## src/rtl/ch_measure_pkg.sv

```systemverilog
// Shared types and defaults for the channel measurement path (strobe generator and controller).
package ch_measure_pkg;

    localparam int unsigned TRIG_SYNC_STAGES_DEF = 2;
    localparam int unsigned DELAY_W_DEF          = 16;
    localparam int unsigned WIDTH_W_DEF          = 8;
    localparam int unsigned SETTLE_W_DEF         = 8;
    localparam int unsigned TIMEOUT_W_DEF        = 24;
    localparam int unsigned D_CODE_W             = 10;

    typedef logic [D_CODE_W-1:0] d_code_t;

    typedef enum logic [2:0] {
        ST_IDLE   = 3'd0,
        ST_ARM    = 3'd1,
        ST_DELAY  = 3'd2,
        ST_PULSE  = 3'd3,
        ST_SETTLE = 3'd4,
        ST_DONE   = 3'd5
    } stb_gen_state_t;

endpackage

```

## src/rtl/sync_edge_det.sv

```systemverilog
// Multi-flop synchronizer for an asynchronous level, plus a rising-edge detector behind it.
module sync_edge_det #(
    parameter int unsigned STAGES = 2
) (
    input  logic clk_i,
    input  logic arst_i,
    input  logic d_i,
    output logic sync_o,
    output logic rise_o
);

    logic [STAGES-1:0] ff_q;
    logic              sync_d_q;

    always_ff @(posedge clk_i) begin
        if (arst_i) begin
            ff_q     <= '0;
            sync_d_q <= 1'b0;
        end else begin
            ff_q     <= {ff_q[STAGES-2:0], d_i};
            sync_d_q <= ff_q[STAGES-1];
        end
    end

    assign sync_o = ff_q[STAGES-1];
    assign rise_o = sync_o & ~sync_d_q;

endmodule

```

## src/rtl/ch_stb_gen.sv

```systemverilog
// Comparator latch strobe generator: arm on request, fire after trigger + delay, report after settle.
// Optional arm timeout enabled by defining CH_STB_GEN_TIMEOUT_EN.
module ch_stb_gen
    import ch_measure_pkg::*;
#(
    parameter int unsigned TRIG_SYNC_STAGES = TRIG_SYNC_STAGES_DEF,
    parameter int unsigned DELAY_W          = DELAY_W_DEF,
    parameter int unsigned WIDTH_W          = WIDTH_W_DEF,
    parameter int unsigned SETTLE_W         = SETTLE_W_DEF,
    parameter int unsigned TIMEOUT_W        = TIMEOUT_W_DEF
) (
    input  logic                 clk_i,
    input  logic                 arst_i,
    input  logic                 stb_req_i,
    output logic                 stb_valid_o,
    input  logic                 trig_i,
    input  logic [DELAY_W-1:0]   delay_i,
    input  logic [WIDTH_W-1:0]   width_i,
    input  logic [SETTLE_W-1:0]  settle_i,
    input  logic [TIMEOUT_W-1:0] timeout_i,
    output logic                 stb_o,
    output logic                 busy_o,
    output logic                 timeout_o
);

    stb_gen_state_t       state_q, state_d;
    logic                 trig_rise;
    logic                 unused_trig_sync;
    logic                 capture;
    logic [DELAY_W-1:0]   dly_q, dly_cnt_q;
    logic [WIDTH_W-1:0]   wid_q, pls_cnt_q, wid_eff;
    logic [SETTLE_W-1:0]  stl_q, stl_cnt_q;
    logic                 dly_done, pls_done, stl_done, to_hit;
    logic                 stb_q, busy_q, valid_q;

    sync_edge_det #(.STAGES(TRIG_SYNC_STAGES)) u_trig_sync (
        .clk_i  (clk_i),
        .arst_i (arst_i),
        .d_i    (trig_i),
        .sync_o (unused_trig_sync),
        .rise_o (trig_rise)
    );

    assign capture = (state_q == ST_IDLE) && stb_req_i;

    // Shadow copies so the controller may change settings once the request is taken
    always_ff @(posedge clk_i) begin
        if (arst_i) begin
            dly_q <= '0;
            wid_q <= '0;
            stl_q <= '0;
        end else if (capture) begin
            dly_q <= delay_i;
            wid_q <= width_i;
            stl_q <= settle_i;
        end
    end

    assign wid_eff  = (wid_q == '0) ? WIDTH_W'(1) : wid_q;
    assign dly_done = (dly_cnt_q == dly_q - DELAY_W'(1));
    assign pls_done = (pls_cnt_q == wid_eff - WIDTH_W'(1));
    assign stl_done = (stl_cnt_q == stl_q - SETTLE_W'(1));

    // Per-phase counters: cleared outside their phase, held once the terminal count is reached
    always_ff @(posedge clk_i) begin
        if (arst_i || state_q != ST_DELAY)   dly_cnt_q <= '0;
        else if (!dly_done)                  dly_cnt_q <= dly_cnt_q + DELAY_W'(1);

        if (arst_i || state_q != ST_PULSE)   pls_cnt_q <= '0;
        else if (!pls_done)                  pls_cnt_q <= pls_cnt_q + WIDTH_W'(1);

        if (arst_i || state_q != ST_SETTLE)  stl_cnt_q <= '0;
        else if (!stl_done)                  stl_cnt_q <= stl_cnt_q + SETTLE_W'(1);
    end

`ifdef CH_STB_GEN_TIMEOUT_EN
    logic [TIMEOUT_W-1:0] to_q, to_cnt_q;
    logic                 timeout_q;

    assign to_hit = (state_q == ST_ARM) && (to_q != '0) && (to_cnt_q == to_q - TIMEOUT_W'(1));

    always_ff @(posedge clk_i) begin
        if (arst_i) begin
            to_q      <= '0;
            to_cnt_q  <= '0;
            timeout_q <= 1'b0;
        end else begin
            if (capture) to_q <= timeout_i;
            if (state_q != ST_ARM)  to_cnt_q <= '0;
            else if (!to_hit)       to_cnt_q <= to_cnt_q + TIMEOUT_W'(1);
            // A trigger edge in the expiry cycle takes precedence over the timeout
            timeout_q <= to_hit && !trig_rise;
        end
    end

    assign timeout_o = timeout_q;
`else
    logic unused_timeout;

    assign unused_timeout = ^timeout_i;
    assign to_hit         = 1'b0;
    assign timeout_o      = 1'b0;
`endif

    always_ff @(posedge clk_i) begin
        if (arst_i) state_q <= ST_IDLE;
        else        state_q <= state_d;
    end

    always_comb begin
        state_d = state_q;
        unique case (state_q)
            ST_IDLE:   if (stb_req_i) state_d = ST_ARM;
            ST_ARM: begin
                if (trig_rise)   state_d = (dly_q == '0) ? ST_PULSE : ST_DELAY;
                else if (to_hit) state_d = ST_DONE;
            end
            ST_DELAY:  if (dly_done) state_d = ST_PULSE;
            ST_PULSE:  if (pls_done) state_d = (stl_q == '0) ? ST_DONE : ST_SETTLE;
            ST_SETTLE: if (stl_done) state_d = ST_DONE;
            ST_DONE:   state_d = ST_IDLE;
            default:   state_d = ST_IDLE;
        endcase
    end

    // Outputs are registered from the next state so they line up with the state they describe
    always_ff @(posedge clk_i) begin
        if (arst_i) begin
            stb_q   <= 1'b0;
            busy_q  <= 1'b0;
            valid_q <= 1'b0;
        end else begin
            stb_q   <= (state_d == ST_PULSE);
            busy_q  <= (state_d != ST_IDLE);
            valid_q <= (state_d == ST_DONE);
        end
    end

    assign stb_o       = stb_q;
    assign busy_o      = busy_q;
    assign stb_valid_o = valid_q;

endmodule

```

## config.mk

```make
export PLATFORM = sky130hd
export DESIGN_NAME = ch_stb_gen
export DESIGN_NICKNAME = d
export VERILOG_FILES = /design/src/rtl/ch_measure_pkg.sv /design/src/rtl/sync_edge_det.sv /design/src/rtl/ch_stb_gen.sv
export SDC_FILE = /design/constraint.sdc
export NUM_CORES = 1
export LEC_CHECK = 0
export BUFFER_PORTS_ARGS = -buffer_cell sky130_fd_sc_hd__buf_2
export CORE_ASPECT_RATIO = 0.7
export CORE_MARGIN = 2
export CORE_UTILIZATION = 60
export CTS_BUF_LIST = sky130_fd_sc_hd__clkbuf_8
export CTS_CLUSTER_SIZE = 28
export DETAILED_ROUTE_END_ITERATION = 8
export HOLD_SLACK_MARGIN = 0.03
export PLACE_DENSITY = 0.94
export SYNTH_ARGS = -nofsm -noshare
export SYNTH_HDL_FRONTEND = slang
export SYNTH_SLANG_ARGS = --single-unit
```

## constraint.sdc

```tcl
create_clock -name clk_i -period 5.5 [get_ports clk_i]
set_clock_uncertainty 0.05 [all_clocks]
set_input_delay 0.55 -clock clk_i [delete_from_list [all_inputs] [get_ports clk_i]]
set_output_delay 0.55 -clock clk_i [all_outputs]
set_load 0.005 [all_outputs]
```

Word level (Yosys, flattened, before mapping):

Index checks and enable logic that the tools add are counted.
W data, S select, Z words.

* flip-flop bits (word level): 73
* bits of input ports: 60
* bits in latches: 0
* ROM bits: 0
* memories: 0
* bits in writable memories: 0
* output and inout bits: 4
* word-level logic and storage cells: 50

* shift-type cells: 0
* divide/modulo/power cells: 0
* muxes and demuxes: 9
* equal/unequal tests: 12
* bitwise logic cells: 2
* multipliers: 0
* reductions and logical operators: 9
* $lt $le $gt $ge: 0
* add/subtract/negate cells: 6

Operators with widths (number)
* $add A16 B1 Y16 const B: 1
* $add A8 B1 Y8 const B: 2
* $eq A16 B16 Y1: 1
* $eq A8 B8 Y1: 2
* $logic_not A16 Y1: 1
* $logic_not A8 Y1: 2
* $sub A16 B1 Y16 const B: 1
* $sub A8 B1 Y8 const B: 2
* $mux W3: 5
* $pmux W3 S5: 1
* $eq A3 B2 Y1 const B: 3
* $mux W8: 1
* $eq A3 B3 Y1 const B: 2
* $ne A3 B2 Y1 const B: 2
* $eq A3 B1 Y1 const B: 1
* $logic_not A3 Y1: 1
* $logic_or A1 B1 Y1: 3
* $ne A3 B3 Y1 const B: 1
* $reduce_bool A3 Y1: 1
* $mux W1: 2
* $and A1 B1 Y1: 1
* $logic_and A1 B1 Y1: 1
* $not A1 Y1: 1

Longest topological paths before layout:

* word-level depth: 7
* mapped depth: 12

Cells and area by module:

A second synthesis with hierarchy kept.

* cell total of the unflattened synthesis: 516
* area total of the unflattened synthesis: 4057.6 µm²

By module, submodules not included
* ch_stb_gen: times used 1, area each 3970.1 µm², seq. area each 1401.3 µm², cells each 509
* sync_edge_det: times used 1, area each 87.6 µm², seq. area each 60.1 µm², cells each 7

Worst setup path before layout:

OpenSTA, ideal clock, no wires.

* path type: flip-flop to flip-flop
* start point: reg dly_q[5]
* end point: reg dly_cnt_q[1]
* data required time: 5316 ps
* path slack: 2446 ps
* stages on the path, launching flop included: 11
* clock period less this slack: 3054 ps
* data arrival time: 2871 ps
* setup time: 134 ps
* buffers on the path: 3
* path through: dfxtp_1 -> or4_4 -> or4_4 -> or4_1 -> a221oi_1 -> and4_1 -> buf_6 -> buf_12 -> buf_12 -> mux2i_1 -> nor2_1

* word-level cells in the longest chain between the ends: 2

Ends and longest elaborated chain
* start, declared: RTL line ch_stb_gen.sv:30 `logic [DELAY_W-1:0] dly_q, dly_cnt_q;`
* start signal, assigned: RTL line ch_stb_gen.sv:53 `dly_q <= delay_i;`
* $sub A16 B1 Y16: RTL line ch_stb_gen.sv:60 `assign dly_done = (dly_cnt_q == dly_q - DELAY_W'(1));`
* $eq A16 B16 Y1: RTL line ch_stb_gen.sv:60
* end signal, assigned: RTL line ch_stb_gen.sv:67 `else if (!dly_done) dly_cnt_q <= dly_cnt_q + DELAY_W'(1);`
* end, declared: RTL line ch_stb_gen.sv:30

Every way passes these cells.
A chain may end at the register's enable or synchronous reset.

Worst setup path after layout:

* start point: reg wid_q[2]
* end point: reg state_q[0]

* word-level cells in the longest chain between the ends: 6

Ends and longest elaborated chain
* start, declared: RTL line ch_stb_gen.sv:31 `logic [WIDTH_W-1:0] wid_q, pls_cnt_q, wid_eff;`
* start signal, assigned: RTL line ch_stb_gen.sv:54 `wid_q <= width_i;`
* $logic_not A8 Y1: RTL line ch_stb_gen.sv:59 `assign wid_eff = (wid_q == '0) ? WIDTH_W'(1) : wid_q;`
* $mux W8 *: RTL line ch_stb_gen.sv:59
* $sub A8 B1 Y8 *: RTL line ch_stb_gen.sv:61 `assign pls_done = (pls_cnt_q == wid_eff - WIDTH_W'(1));`
* $eq A8 B8 Y1 *: RTL line ch_stb_gen.sv:61
* $mux W3 *: RTL line ch_stb_gen.sv:119 `ST_PULSE: if (pls_done) state_d = (stl_q == '0) ? ST_DONE : ST_SETTLE;`
* $pmux W3 S5 *: RTL line ch_stb_gen.sv:112 `unique case (state_q)`
* end signal, assigned: RTL line ch_stb_gen.sv:107 `else state_q <= state_d;`
* end, declared: RTL line ch_stb_gen.sv:26 `stb_gen_state_t state_q, state_d;`

Mark *: on every way between the ends. The rest lies on a longest branch, timed or not.

==> impl_metrics.env <==
export IMPL_first_iter_violations=384
export IMPL_ys_flop_type="dfxtp_1"
export IMPL_ys_ff_latch=73
export IMPL_grt_usage_pct=29.5
export IMPL_path_class="flip-flop to flip-flop"
export IMPL_syn_nets=564
export IMPL_setup_viol=0
export IMPL_io_buffers=38
export IMPL_hp_class="primary input to flip-flop"
export IMPL_rr_worst_depth=10
export IMPL_clockBufferDepth=2
export IMPL_netlist_instances=498
export IMPL_rsz0062_at_grt="no"
export IMPL_holdBufCountCts=0
export IMPL_hold_path_end="u_trig_sync.ff_q[0]"
export IMPL_final_common_cell="nand2_1"
export IMPL_end_kind="flip-flop"
export IMPL_p_total_mw=1.30
export IMPL_grt_pass1_vias=3527
export IMPL_fin_crit_sh_pct=68.5
export IMPL_fin_crit_ns=3.76
export IMPL_wl_per_cell_um=16.4
export IMPL_cp_max_fo=8
export IMPL_wirelength_mm=10.2
export IMPL_ctsResizeCount=0
export IMPL_layout_drive_gt1_share_pct=14.0
export IMPL_ys_warn_count=0
export IMPL_grt_antenna_before_repair=0
export IMPL_cp_arrival_ns=3.92
export IMPL_grt_max_degree=42
export IMPL_worst_setup_path_start_kind="flip-flop"
export IMPL_async_flop_share_pct=0
export IMPL_core_mm2=0.00663
export IMPL_seq_area_frac_synth_pct=36.1
export IMPL_final_cell_mix="82 x nand2_1, 73 x dfxtp_1, 42 x a21oi_1, 38 x buf_2, 30 x nor2_1"
export IMPL_finalSetupTns_ns=0
export IMPL_worstPathRequired_ns=5.66
export IMPL_insertion_delay_ns=0.35
export IMPL_synthToLayoutAreaGrowth_pct=10.3
export IMPL_worstReg2RegEnd="state_q[0]"
export IMPL_vdd_ir_drop_worst_mv=0.139
export IMPL_clock_sinks=73
export IMPL_die_y_um=72.7
export IMPL_via_count=3792
export IMPL_hold_ws_ns=0.358
export IMPL_drc=0
export IMPL_vias_per_cell=6.11
export IMPL_first_pass_iters=5
export IMPL_cts_buffers=9
export IMPL_diodes=0
export IMPL_cts_tree="done"
export IMPL_io_pins=64
export IMPL_grt_remaining_overflow=0
export IMPL_h_tree_depth=3
export IMPL_startpoint="wid_q[2]"
export IMPL_gp_congestion=0.913
export IMPL_synthDistinctLibCells=60
export IMPL_relSlewSlack_pct=13.6
export IMPL_syn_area_per_cell_um2=8.13
export IMPL_dpl_hpwl_mm=7.14
export IMPL_cts_clk_slew_worst_paths_ns=0.08
export IMPL_antenna_left=0
export IMPL_fmax_ghz=0.266
export IMPL_dieWidth_um=102
export IMPL_rows=25
export IMPL_pwr_density_cell_mw_per_mm2=290
export IMPL_syn_area_mm2=0.00405
export IMPL_hold_viol=0
export IMPL_maxCapViolations=0
export IMPL_fp_dieArea_mm2=0.00743
export IMPL_synth_edf_count=0
export IMPL_r2r_start="wid_q[2]"
export IMPL_cts_root_buffer="clkbuf_8"
export IMPL_outcome="completed"
export IMPL_grt_first_pass_wirelength_mm=16.9
export IMPL_final_nets=589
export IMPL_initial_utilization_pct=61.0
export IMPL_final_max_slew_viol_count=0
export IMPL_cts_setup_buffers=0
export IMPL_p_leak_nw=1.67
export IMPL_hp_start="trig_i"
export IMPL_worstMarginPinSlew_ns=1.30
export IMPL_regToRegSetupSlack_ns=1.74
export IMPL_hold_path_depth=2
## area by class of cell
class                   count  area, um^2
clock buffers              10         138
clock inverters             5         104
inverters                  16        60.1
flip-flops and latches     73        1460
repair buffers             39         198
fillers                   558        2170
well taps                  94         118
multi-input cells         384        2390
## synth_stat cells (3+ instances only)
cell type	instances	share of area, %
a21oi_2	5	1.1
o2111ai_1	4	0.87
nand2_1	82	7.6
or2_2	8	1.2
and4_1	4	0.87
o31ai_1	15	2.8
a21oi_1	42	5.2
inv_1	16	1.5
a31oi_1	4	0.62
or3b_2	3	0.65
xnor2_1	28	6.1
dfxtp_1	73	36
nor2_1	30	2.8
xor2_1	21	4.5
nor4_1	6	0.93
o21a_1	4	0.74
and3_1	9	1.4
ha_1	6	1.9
o211ai_1	4	0.74
nand3_1	9	1.1
or3_1	10	1.5
clkbuf_1	19	1.8
mux2i_1	8	2.0
o21ai_0	9	1.1
nor3_1	11	1.4
nand4_1	3	0.46
nor2b_1	8	1.2
or4_1	16	3.0
## power breakdown
group	internal [mW]	total, mW	switching, mW
registers	0.547	0.575	0.0281
clock network	0.311	0.514	0.203
logic	0.0885	0.208	0.120
## how the worst max path moves through the flow
stage / slack, ns / to / cells after the start
2_1_floorplan: 2.45 / dly_cnt_q[1] / 10
3_3_place_gp: 2.00 / dly_cnt_q[15] / 9
3_5_place_dp: 1.89 / state_q[0] / 10
6_report: 1.74 / state_q[0] / 10
4_1_cts: 1.85 / state_q[0] / 10
5_1_grt: 1.50 / state_q[0] / 10
## critical path: stages, from the launching register on
cell and delay, ns:
dfxtp_1 0.38, nor4_1 0.52, a31oi_1 0.24, ha_1 0.33, nor2b_1 0.15, or3_1 0.34, a32oi_1 0.21, o2111ai_1 0.41
o311ai_0 0.52, o221ai_1 0.27, nor2b_1 0.19
## kinds of logic (layout without fill, tap and decap cells)
group           Yosys count  after routing  synth area share (%)
compound gates          109            109                  17.8
flops                    73             73                  36.1
mux                       8              8                  1.98
buf+inv                  41             70                  4.91
simple gates            211            211                  26.7
other cells               1              1                0.0926
xor+xnor                 49             49                  10.6
fa+ha+maj                 6              6                  1.85
## stage by stage
| step | area (um^2) | instances | setup WS (ns) | util (%) |
|---|---|---|---|---|
| global placement | 4220 | 606 | 2.00 | 63.7 |
| detailed placement | 4220 | 606 | 1.89 | 63.7 |
| floorplan | 4050 | 498 | 2.45 | - |
| finish | 4470 | 621 | 1.74 | 67.3 |
| global route | 4470 | 621 | 1.50 | 67.3 |
| CTS | 4470 | 621 | 1.85 | 67.3 |
## sequential cells by signal (all words and copies together), names as in the netlist
signal	cells
dly_cnt_q	16
u_trig_sync.ff_q	2
pls_cnt_q	8
stl_cnt_q	8
stb_o	1
wid_q	8
stb_valid_o	1
stl_q	8
busy_o	1
dly_q	16
u_trig_sync.sync_d_q	1
state_q	3
## routing by layer
metal	GRT usage, %	vias up	routed length [um]
li1	-	1824	-
met1	38.2	1760	4440
met2	46.4	167	4680
met3	8.33	41	799
met4	12.3	0	280
met5	0	-	0
No activity file was read; power rests on OpenSTA's default activity.
